$ cat config.mk
export PLATFORM = sky130hd
export DESIGN_NAME = boot_sequencer
export DESIGN_NICKNAME = d
export VERILOG_FILES = /design/src/rtl/boot_seq_pkg.sv /design/src/rtl/boot_serializer.sv /design/src/rtl/boot_sequencer.sv
export SDC_FILE = /design/constraint.sdc
export NUM_CORES = 1
export LEC_CHECK = 0
export CELL_PAD_IN_SITES_DETAIL_PLACEMENT = 1
export CELL_PAD_IN_SITES_GLOBAL_PLACEMENT = 1
export CORE_UTILIZATION = 43
export DETAILED_ROUTE_END_ITERATION = 10
export PLACE_DENSITY = 0.79
export SLEW_MARGIN = 10
export SYNTH_ARGS = -nofsm -noshare
export SYNTH_HDL_FRONTEND = slang
export SYNTH_HIERARCHICAL = 1
export SYNTH_SLANG_ARGS = --single-unit
export TNS_END_PERCENT = 50
$ cat constraint.sdc
create_clock -name clk -period 7.09 [get_ports clk]
set_clock_uncertainty 0.1 [all_clocks]
set_input_delay 1.0635 -clock clk [delete_from_list [all_inputs] [get_ports clk]]
set_output_delay 1.0635 -clock clk [all_outputs]
set_load 0.05 [all_outputs]
$ cat src/rtl/boot_seq_pkg.sv
// Shared types and constants for the processor boot sequencer.
// The state encoding is fixed 3-bit so it stays compatible with older
// register dumps and debug probes that decode the raw state value.
package boot_seq_pkg;

    typedef enum logic [2:0] {
        ST_IDLE  = 3'd0,
        ST_FETCH = 3'd1,
        ST_SHIFT = 3'd2,
        ST_ACK   = 3'd3,
        ST_RUN   = 3'd4,
        ST_DONE  = 3'd5,
        ST_ERR   = 3'd6
    } boot_state_e;

    // Processor mode pin encoding; 2'b11 is never driven.
    localparam logic [1:0] MODE_IDLE = 2'b00;
    localparam logic [1:0] MODE_LOAD = 2'b01;
    localparam logic [1:0] MODE_RUN  = 2'b10;

    // Address width for a program of the given length (at least one bit).
    function automatic int addr_width(input int words);
        return (words > 1) ? $clog2(words) : 1;
    endfunction

endpackage

$ cat src/rtl/boot_serializer.sv
// Byte-to-serial converter for the boot sequencer: loads one program word,
// then presents it MSB first, each bit held for BIT_DIV cycles while enabled.
// last_bit_done pulses in the final cycle of the eighth bit.
module boot_serializer #(
    parameter int BIT_DIV = 4
) (
    input  logic       clk,
    input  logic       rst,
    input  logic       load,
    input  logic       shift_en,
    input  logic [7:0] byte_in,
    output logic       serial_out,
    output logic       last_bit_done
);

    localparam int              DIV_W    = (BIT_DIV > 1) ? $clog2(BIT_DIV) : 1;
    localparam logic [DIV_W-1:0] DIV_LAST = DIV_W'(BIT_DIV - 1);

    logic [7:0]       shreg;
    logic [DIV_W-1:0] div_cnt;
    logic [2:0]       bit_cnt;
    logic             bit_end;

    assign bit_end       = shift_en && (div_cnt == DIV_LAST);
    assign last_bit_done = bit_end && (bit_cnt == 3'd7);
    assign serial_out    = shreg[7];

    // Shift register: capture the word on load, shift left at each bit boundary.
    always_ff @(posedge clk) begin
        if (load) begin
            shreg <= byte_in;
        end else if (bit_end) begin
            shreg <= {shreg[6:0], 1'b0};
        end
    end

    // Divide and bit counters: restart with every new word.
    always_ff @(posedge clk) begin
        if (rst || load) begin
            div_cnt <= '0;
            bit_cnt <= '0;
        end else if (shift_en) begin
            if (div_cnt == DIV_LAST) begin
                div_cnt <= '0;
                bit_cnt <= bit_cnt + 3'd1;
            end else begin
                div_cnt <= div_cnt + 1'b1;
            end
        end
    end

endmodule

$ cat src/rtl/boot_sequencer.sv
// Boot sequencer for the demo-board processor: on start, switches the
// processor to LOAD, streams PROG_WORDS ROM words serially with a per-word
// done/ack handshake, then switches to RUN and reports completion.
// Optional macro BOOT_SEQ_TIMEOUT_EN adds a TIMEOUT_CYC watchdog on the
// ACK and RUN waits that ends in the ERR state.
module boot_sequencer
    import boot_seq_pkg::*;
#(
    parameter int PROG_WORDS  = 16,
    parameter int BIT_DIV     = 4,
    parameter int TIMEOUT_CYC = 1024
) (
    input  logic                               clk,
    input  logic                               rst,
    input  logic                               start_in,
    input  logic                               done_in,
    input  logic [7:0]                         rom_data_in,
    output logic [addr_width(PROG_WORDS)-1:0]  rom_addr_out,
    output logic [1:0]                         mode_out,
    output logic                               mosi_out,
    output logic                               busy_out,
    output logic                               done_out,
    output logic                               err_out
);

    localparam int                ADDR_W    = addr_width(PROG_WORDS);
    localparam logic [ADDR_W-1:0] LAST_ADDR = ADDR_W'(PROG_WORDS - 1);

    if (PROG_WORDS < 1 || PROG_WORDS > 256 || BIT_DIV < 1 || TIMEOUT_CYC < 1) begin : g_param_check
        $error("boot_sequencer: parameter out of range");
    end

    boot_state_e       state;
    boot_state_e       state_nxt;
    logic [ADDR_W-1:0] addr;
    logic              done_q;
    logic              done_edge;
    logic              ser_bit;
    logic              last_bit_done;
    logic              wait_expired;
    logic              restart;

    // A level already high before the wait does not count; only a fresh rise does.
    assign done_edge = done_in & ~done_q;
    assign restart   = ((state == ST_IDLE) || (state == ST_DONE) || (state == ST_ERR)) && start_in;

    boot_serializer #(
        .BIT_DIV(BIT_DIV)
    ) u_ser (
        .clk          (clk),
        .rst          (rst),
        .load         (state == ST_FETCH),
        .shift_en     (state == ST_SHIFT),
        .byte_in      (rom_data_in),
        .serial_out   (ser_bit),
        .last_bit_done(last_bit_done)
    );

    // Registered copy of done_in for rising-edge detection.
    always_ff @(posedge clk) begin
        if (rst) begin
            done_q <= 1'b0;
        end else begin
            done_q <= done_in;
        end
    end

`ifdef BOOT_SEQ_TIMEOUT_EN
    localparam int               WAIT_W    = $clog2(TIMEOUT_CYC + 1);
    localparam logic [WAIT_W-1:0] WAIT_LAST = WAIT_W'(TIMEOUT_CYC - 1);

    logic [WAIT_W-1:0] wait_cnt;

    // Watchdog: restarts on every state change, counts cycles spent in ACK or RUN.
    always_ff @(posedge clk) begin
        if (rst || (state_nxt != state)) begin
            wait_cnt <= '0;
        end else if ((state == ST_ACK) || (state == ST_RUN)) begin
            wait_cnt <= wait_cnt + 1'b1;
        end
    end

    assign wait_expired = ((state == ST_ACK) || (state == ST_RUN)) && (wait_cnt == WAIT_LAST);
    assign err_out      = (state == ST_ERR);
`else
    assign wait_expired = 1'b0;
    assign err_out      = 1'b0;
`endif

    // Next-state logic; a done edge takes priority over an expiring watchdog.
    always_comb begin
        state_nxt = state;
        unique case (state)
            ST_IDLE, ST_DONE, ST_ERR: begin
                if (start_in) state_nxt = ST_FETCH;
            end
            ST_FETCH: state_nxt = ST_SHIFT;
            ST_SHIFT: begin
                if (last_bit_done) state_nxt = ST_ACK;
            end
            ST_ACK: begin
                if (done_edge) begin
                    state_nxt = (addr == LAST_ADDR) ? ST_RUN : ST_FETCH;
                end else if (wait_expired) begin
                    state_nxt = ST_ERR;
                end
            end
            ST_RUN: begin
                if (done_edge) begin
                    state_nxt = ST_DONE;
                end else if (wait_expired) begin
                    state_nxt = ST_ERR;
                end
            end
            default: state_nxt = ST_IDLE;
        endcase
    end

    // State register.
    always_ff @(posedge clk) begin
        if (rst) begin
            state <= ST_IDLE;
        end else begin
            state <= state_nxt;
        end
    end

    // Word address: zero on every (re)start, advances after each acknowledged
    // word except the last, so it never wraps.
    always_ff @(posedge clk) begin
        if (rst || restart) begin
            addr <= '0;
        end else if ((state == ST_ACK) && done_edge && (addr != LAST_ADDR)) begin
            addr <= addr + 1'b1;
        end
    end

    // Output decode from the current state.
    always_comb begin
        mode_out = MODE_IDLE;
        busy_out = 1'b0;
        done_out = 1'b0;
        unique case (state)
            ST_FETCH, ST_SHIFT, ST_ACK: begin
                mode_out = MODE_LOAD;
                busy_out = 1'b1;
            end
            ST_RUN: begin
                mode_out = MODE_RUN;
                busy_out = 1'b1;
            end
            ST_DONE: done_out = 1'b1;
            default: ;
        endcase
    end

    assign mosi_out     = (state == ST_SHIFT) && ser_bit;
    assign rom_addr_out = addr;

endmodule

# ---- Word-level counts from Yosys, hierarchy flattened
# Index checks and enable logic that the tools add are counted.
dict set report classes {
  mux 12
  shifts 0
  n_mul 0
  eq_ne 14
  reduce_logical 17
  n_div 0
  n_addsub 3
  n_lt_le_gt_ge 0
  bitwise 2
}
# cell n
set op_table {}
lappend op_table {{2-to-1 mux 8 bit} 2}
lappend op_table {{2-to-1 mux 3 bit} 5}
lappend op_table {{case mux 3 bit (5 select lines)} 1}
lappend op_table {{== test 3 bit, second input constant} 4}
lappend op_table {{!= test 2 bit, second input constant} 4}
lappend op_table {{== test 3 x 2 -> 1 bit, second input constant} 2}
lappend op_table {{logical AND 1 bit} 6}
lappend op_table {{OR reduction 3 bit} 2}
lappend op_table {{adder 4 x 1 -> 4 bit, second input constant} 1}
lappend op_table {{== test 4 bit, second input constant} 1}
lappend op_table {{logical OR 1 bit} 4}
lappend op_table {{!= test 4 bit, second input constant} 1}
lappend op_table {{case mux 2 bit (2 select lines)} 1}
lappend op_table {{AND reduction 4 bit} 1}
lappend op_table {{OR reduction 4 bit} 1}
lappend op_table {{adder 3 x 1 -> 3 bit, second input constant} 1}
lappend op_table {{== test 3 x 1 -> 1 bit, second input constant} 1}
lappend op_table {{logical NOT 3 bit} 1}
lappend op_table {{adder 2 x 1 -> 2 bit, second input constant} 1}
lappend op_table {{== test 2 bit, second input constant} 1}
lappend op_table {{2-to-1 mux 1 bit} 2}
lappend op_table {{2-to-1 mux 2 bit} 1}
lappend op_table {{AND reduction 2 bit} 1}
lappend op_table {{nonzero test 2 bit} 1}
lappend op_table {{2 further kinds} 2}
dict set report word_totals {
  word_cells 54
  mem_bits_ro 0
  n_memories 0
  ram_bits 0
  inputBits 12
  latchBits 0
  regBits 21
}

# ---- Depth between registers and ports, before layout
dict set report logic_depth {
  word_depth 5
  depth_mapped 9
  depth_no_buf 7
}

# ---- Cells and area by module
# Netlist, hierarchy kept.
# module area_each_um2 n_inst seq_area_each_um2 cells_per_inst
set by_module_without_submodules {}
lappend by_module_without_submodules {boot_serializer 606.8 1 340.3 44}
lappend by_module_without_submodules {boot_sequencer 584.3 1 160.2 65}

# ---- Worst setup path before layout
# No wires, ideal clock.
dict set report synth_path {
  path_kind {register -> output}
  start {register state[2]}
  end {output mode_out[1]}
  path_buffers 0
  path_stages_with_launch 2
  arrival_ps 1690
  path_slack_ps 4236
  cell_sequence {dfxtp_1 nor3b_1}
}
dict set report synth_between {
  elab_chain_len 3
  word_cells_on_any_way 6
}
# item line_no
set synth_rtl {}
lappend synth_rtl {{from (decl)} boot_sequencer.sv:33} ;# boot_state_e state;
lappend synth_rtl {{from (signal assigned)} boot_sequencer.sv:124} ;# state <= state_nxt;
lappend synth_rtl {{== test 3 x 2 -> 1 bit or == test 3 x 1 -> 1 bit (tied branches)} boot_sequencer.sv:143} ;# unique case (state)
lappend synth_rtl {{OR reduction 3 bit} boot_sequencer.sv:143}
lappend synth_rtl {{case mux 2 bit (2 select lines) *} boot_sequencer.sv:143}
lappend synth_rtl {{to (decl)} boot_sequencer.sv:19} ;# output logic [1:0] mode_out,
# Every way passes the cells marked *; elsewhere a longest branch is shown, timed or not.

# ---- Worst setup path in the final report
dict set report layout_path {
  start {register state[1]}
  end {output mosi_out}
}
dict set report layout_between {
  elab_chain_len 2
}
# item line_no
set layout_rtl {}
lappend layout_rtl {{== test 3 x 2 -> 1 bit} boot_sequencer.sv:157} ;# assign mosi_out = (state == ST_SHIFT) && ser_bit;
lappend layout_rtl {{logical AND 1 bit} boot_sequencer.sv:157}
lappend layout_rtl {{to (decl)} boot_sequencer.sv:20} ;# output logic mosi_out,
# No other way between the ends.

==> metrics.cfg <==
[outcome]
outcome = finished clean

[synth]
ys_seq_elements = 21
netlist_area_um2 = 1190
ys_types = 45
avgSynthCellArea_um2 = 10.9
synth_edf_count = 8
synthArstFlopShare_pct = 0
yosys_warnings = 6
synth_top_flop_cell = dfxtp_1
synthCells = 109
seq_area_frac_synth_pct = 42.0
syn-num-nets = 125

[clock_tree]
htree_levels = 1
clockRootBuffer = clkbuf_4
cts.sinks = 21
post_cts_buffers = 0
cts_hold_buf = 0
cts_buffer_depth = 2
ctsResizeCount = 0
path_clk_slew_ns = 0.12
cts_tree = built
clk_latency_ns = 0.31
cts_buffers = 3

[power]
swShare_pct = 34.1
combPwrFrac_pct = 32.2
power_frac_clock_pct = 18.8
seqPwrFrac_pct = 49.0
p_leak_nw = 0.512
power_switching_w = 0.000109
powerDensity_nw_per_um2 = 229
p_int_w = 0.000211
vdd_drop_max_mv = 0.153

[timing]
maxSlewHeadroom_pct = 54.4
hold_viol = 0
grt_setup_unrepaired = false
fmax_mhz = 251
finalSetupViolCount = 0
tns_ns = 0
tightest_slew_ns = 0.682
finalCriticalPeriod_ns = 3.98
min_period_over_period_pct = 56.2
drv_slew = 0

[grt]
grt_pass1_vias = 873
grt_max_degree = 16
grt_busiest_layer = met2
use_met1_pct = 20.4
grt-ovfl-total = 0
track_usage_pct = 18.2
global_route.usage.met2_pct = 32.1
grt_pass1_wl_um = 3770
antenna_found_initial = 0
met3_usage_pct = 3.89

[cells_and_area]
diodes = 0
mostFrequentLayoutCell = clkdlybuf4s50_1
area_growth_pct = 17.3
fin_util_pct = 54.9
fillers = 290
final_nets = 143
drive_gt1_share_pct = 23.0
final_cell_mix = 20 x clkdlybuf4s50_1, 13 x dfxtp_1, 8 x edfxtp_1

[worst_setup_path]
critPathMaxStageDelay_ns = 0.80
cp_slowest_cell = clkdlybuf4s50_1
cp.arrival_ns = 2.82
cp.required_ns = 5.93
reg2reg_to = state[2]
startpoint_type = register
reg2reg_slack_ns = 4.27
reg2reg_from = state[1]
path_cells = or2b_2, nor2_1, and2_1, clkdlybuf4s50_1
end_kind = primary output
reg2reg_depth = 7
path_class = reg2out
worst-path-max-fanout = 12

[min_path]
min-delay-start = u_ser/div_cnt[1]
whs_path_depth = 2
hold_class = reg2reg
min_to = u_ser/div_cnt[1]

[die]
rows = 18
die-area_um2 = 2980
die_w_um = 54.6
floorplan.initialDensity_pct = 46.8
die_h_um = 54.6
pin_count = 22
fp.coreArea_um2 = 2540

[route]
routed_wl_um = 2430
wl_per_cell_um = 15.6
remaining_drc_errors = 0
dr.pass1.iters = 4
postRouteAntennaNets = 0
drtIter0Drc = 1
via_per_inst = 5.57
vias = 869

[run]
cap_violations = 0

[placed_design]
dp_hpwl_um = 1790
io_buffers = 20
gp_congestion = 0.753

-- worst max-delay path by stage --
stage          slack (ns)      from  depth (start not counted)           to
6_report             3.11  state[1]                          4     mosi_out
2_1_floorplan        4.24  state[2]                          1  mode_out[1]
3_5_place_dp         3.49  state[1]                          4     mosi_out
4_1_cts              3.10  state[1]                          4     mosi_out
5_1_grt              2.96  state[1]                          4     mosi_out
3_3_place_gp         3.56  state[1]                          4     mosi_out
-- Yosys cell counts, types with 3 or more instances --
cell / instances / area, um2
a21oi_1: 4 / 20.0
mux2_2: 7 / 78.8
nand2b_1: 3 / 18.8
nand3_1: 3 / 15.0
ha_1: 4 / 50.1
a21bo_2: 3 / 30.0
nor2_1: 7 / 26.3
edfxtp_1: 8 / 240
xnor2_1: 4 / 35.0
buf_6: 3 / 33.8
dfxtp_1: 13 / 260
inv_1: 3 / 11.3
-- layer usage --
metal  share of wire [%]  vias to the layer above
met4                 1.8                        0
met3                 3.8                        5
li1                    -                      425
met2                  50                       15
met1                  44                      424
met5                   0                        -
-- state kept, by name (all words and copies together) (netlist names) --
register / cells
u_ser/bit_cnt: 3
rom_addr_out: 4
state: 3
done_q: 1
u_ser/shreg: 8
u_ser/div_cnt: 2
-- cells by family (layout without fill, tap and decap cells) --
family / count (synthesis) / after routing / synth area share [%]
muxes: 9 / 9 / 8.30
other: 1 / 1 / 0.315
buffers and inverters: 10 / 27 / 5.88
DFF: 21 / 21 / 42.0
adders and majority gates: 4 / 4 / 4.20
xor gates and xnor gates: 4 / 4 / 2.94
and+or+nand+nor: 39 / 39 / 22.0
AOI/OAI and AO/OA: 21 / 21 / 14.4
-- power groups by stage --
stage	Combinational, W	Sequential [W]	Clock, W
2_1_floorplan	0.0000863	0.000151	0
3_3_place_gp	0.0000998	0.000158	0
3_5_place_dp	0.000103	0.000160	0
4_1_cts	0.000104	0.000157	0.0000641
5_1_grt	0.000110	0.000159	0.0000676
6_report	0.000103	0.000157	0.0000603
-- critical path, delay by kind of cell (launching register included) --
family | cells | cell delay, ns
simple gates | 3 | 1.10
flops | 1 | 0.60
buf+inv | 1 | 0.80
-- metrics by stage --
step | power [W] | std cells | cell area (um2) | setup slack (ns) | hold WS (ns)
finish | 0.000320 | 156 | 1400 | 3.11 | 0.417
global route | 0.000337 | 156 | 1400 | 2.96 | 0.446
CTS | 0.000325 | 156 | 1400 | 3.10 | 0.424
detailed placement | 0.000263 | 152 | 1370 | 3.49 | 0.393
global placement | 0.000258 | 152 | 1370 | 3.56 | 0.384
floorplan | 0.000238 | 109 | 1190 | 4.24 | 0.365
-- final cells by class --
type,instances,area [um2],share of cell area (%)
Multi-Input combinational cell,78,621,44.4
Sequential cell,21,500,35.8
Timing Repair Buffer,20,200,14.3
Tap cell,30,37.5,2.69
Clock buffer,3,22.5,1.61
Inverter,3,11.3,0.806
Clock inverter,1,5.00,0.358
Note: power is estimated with default switching activity, not from simulation.
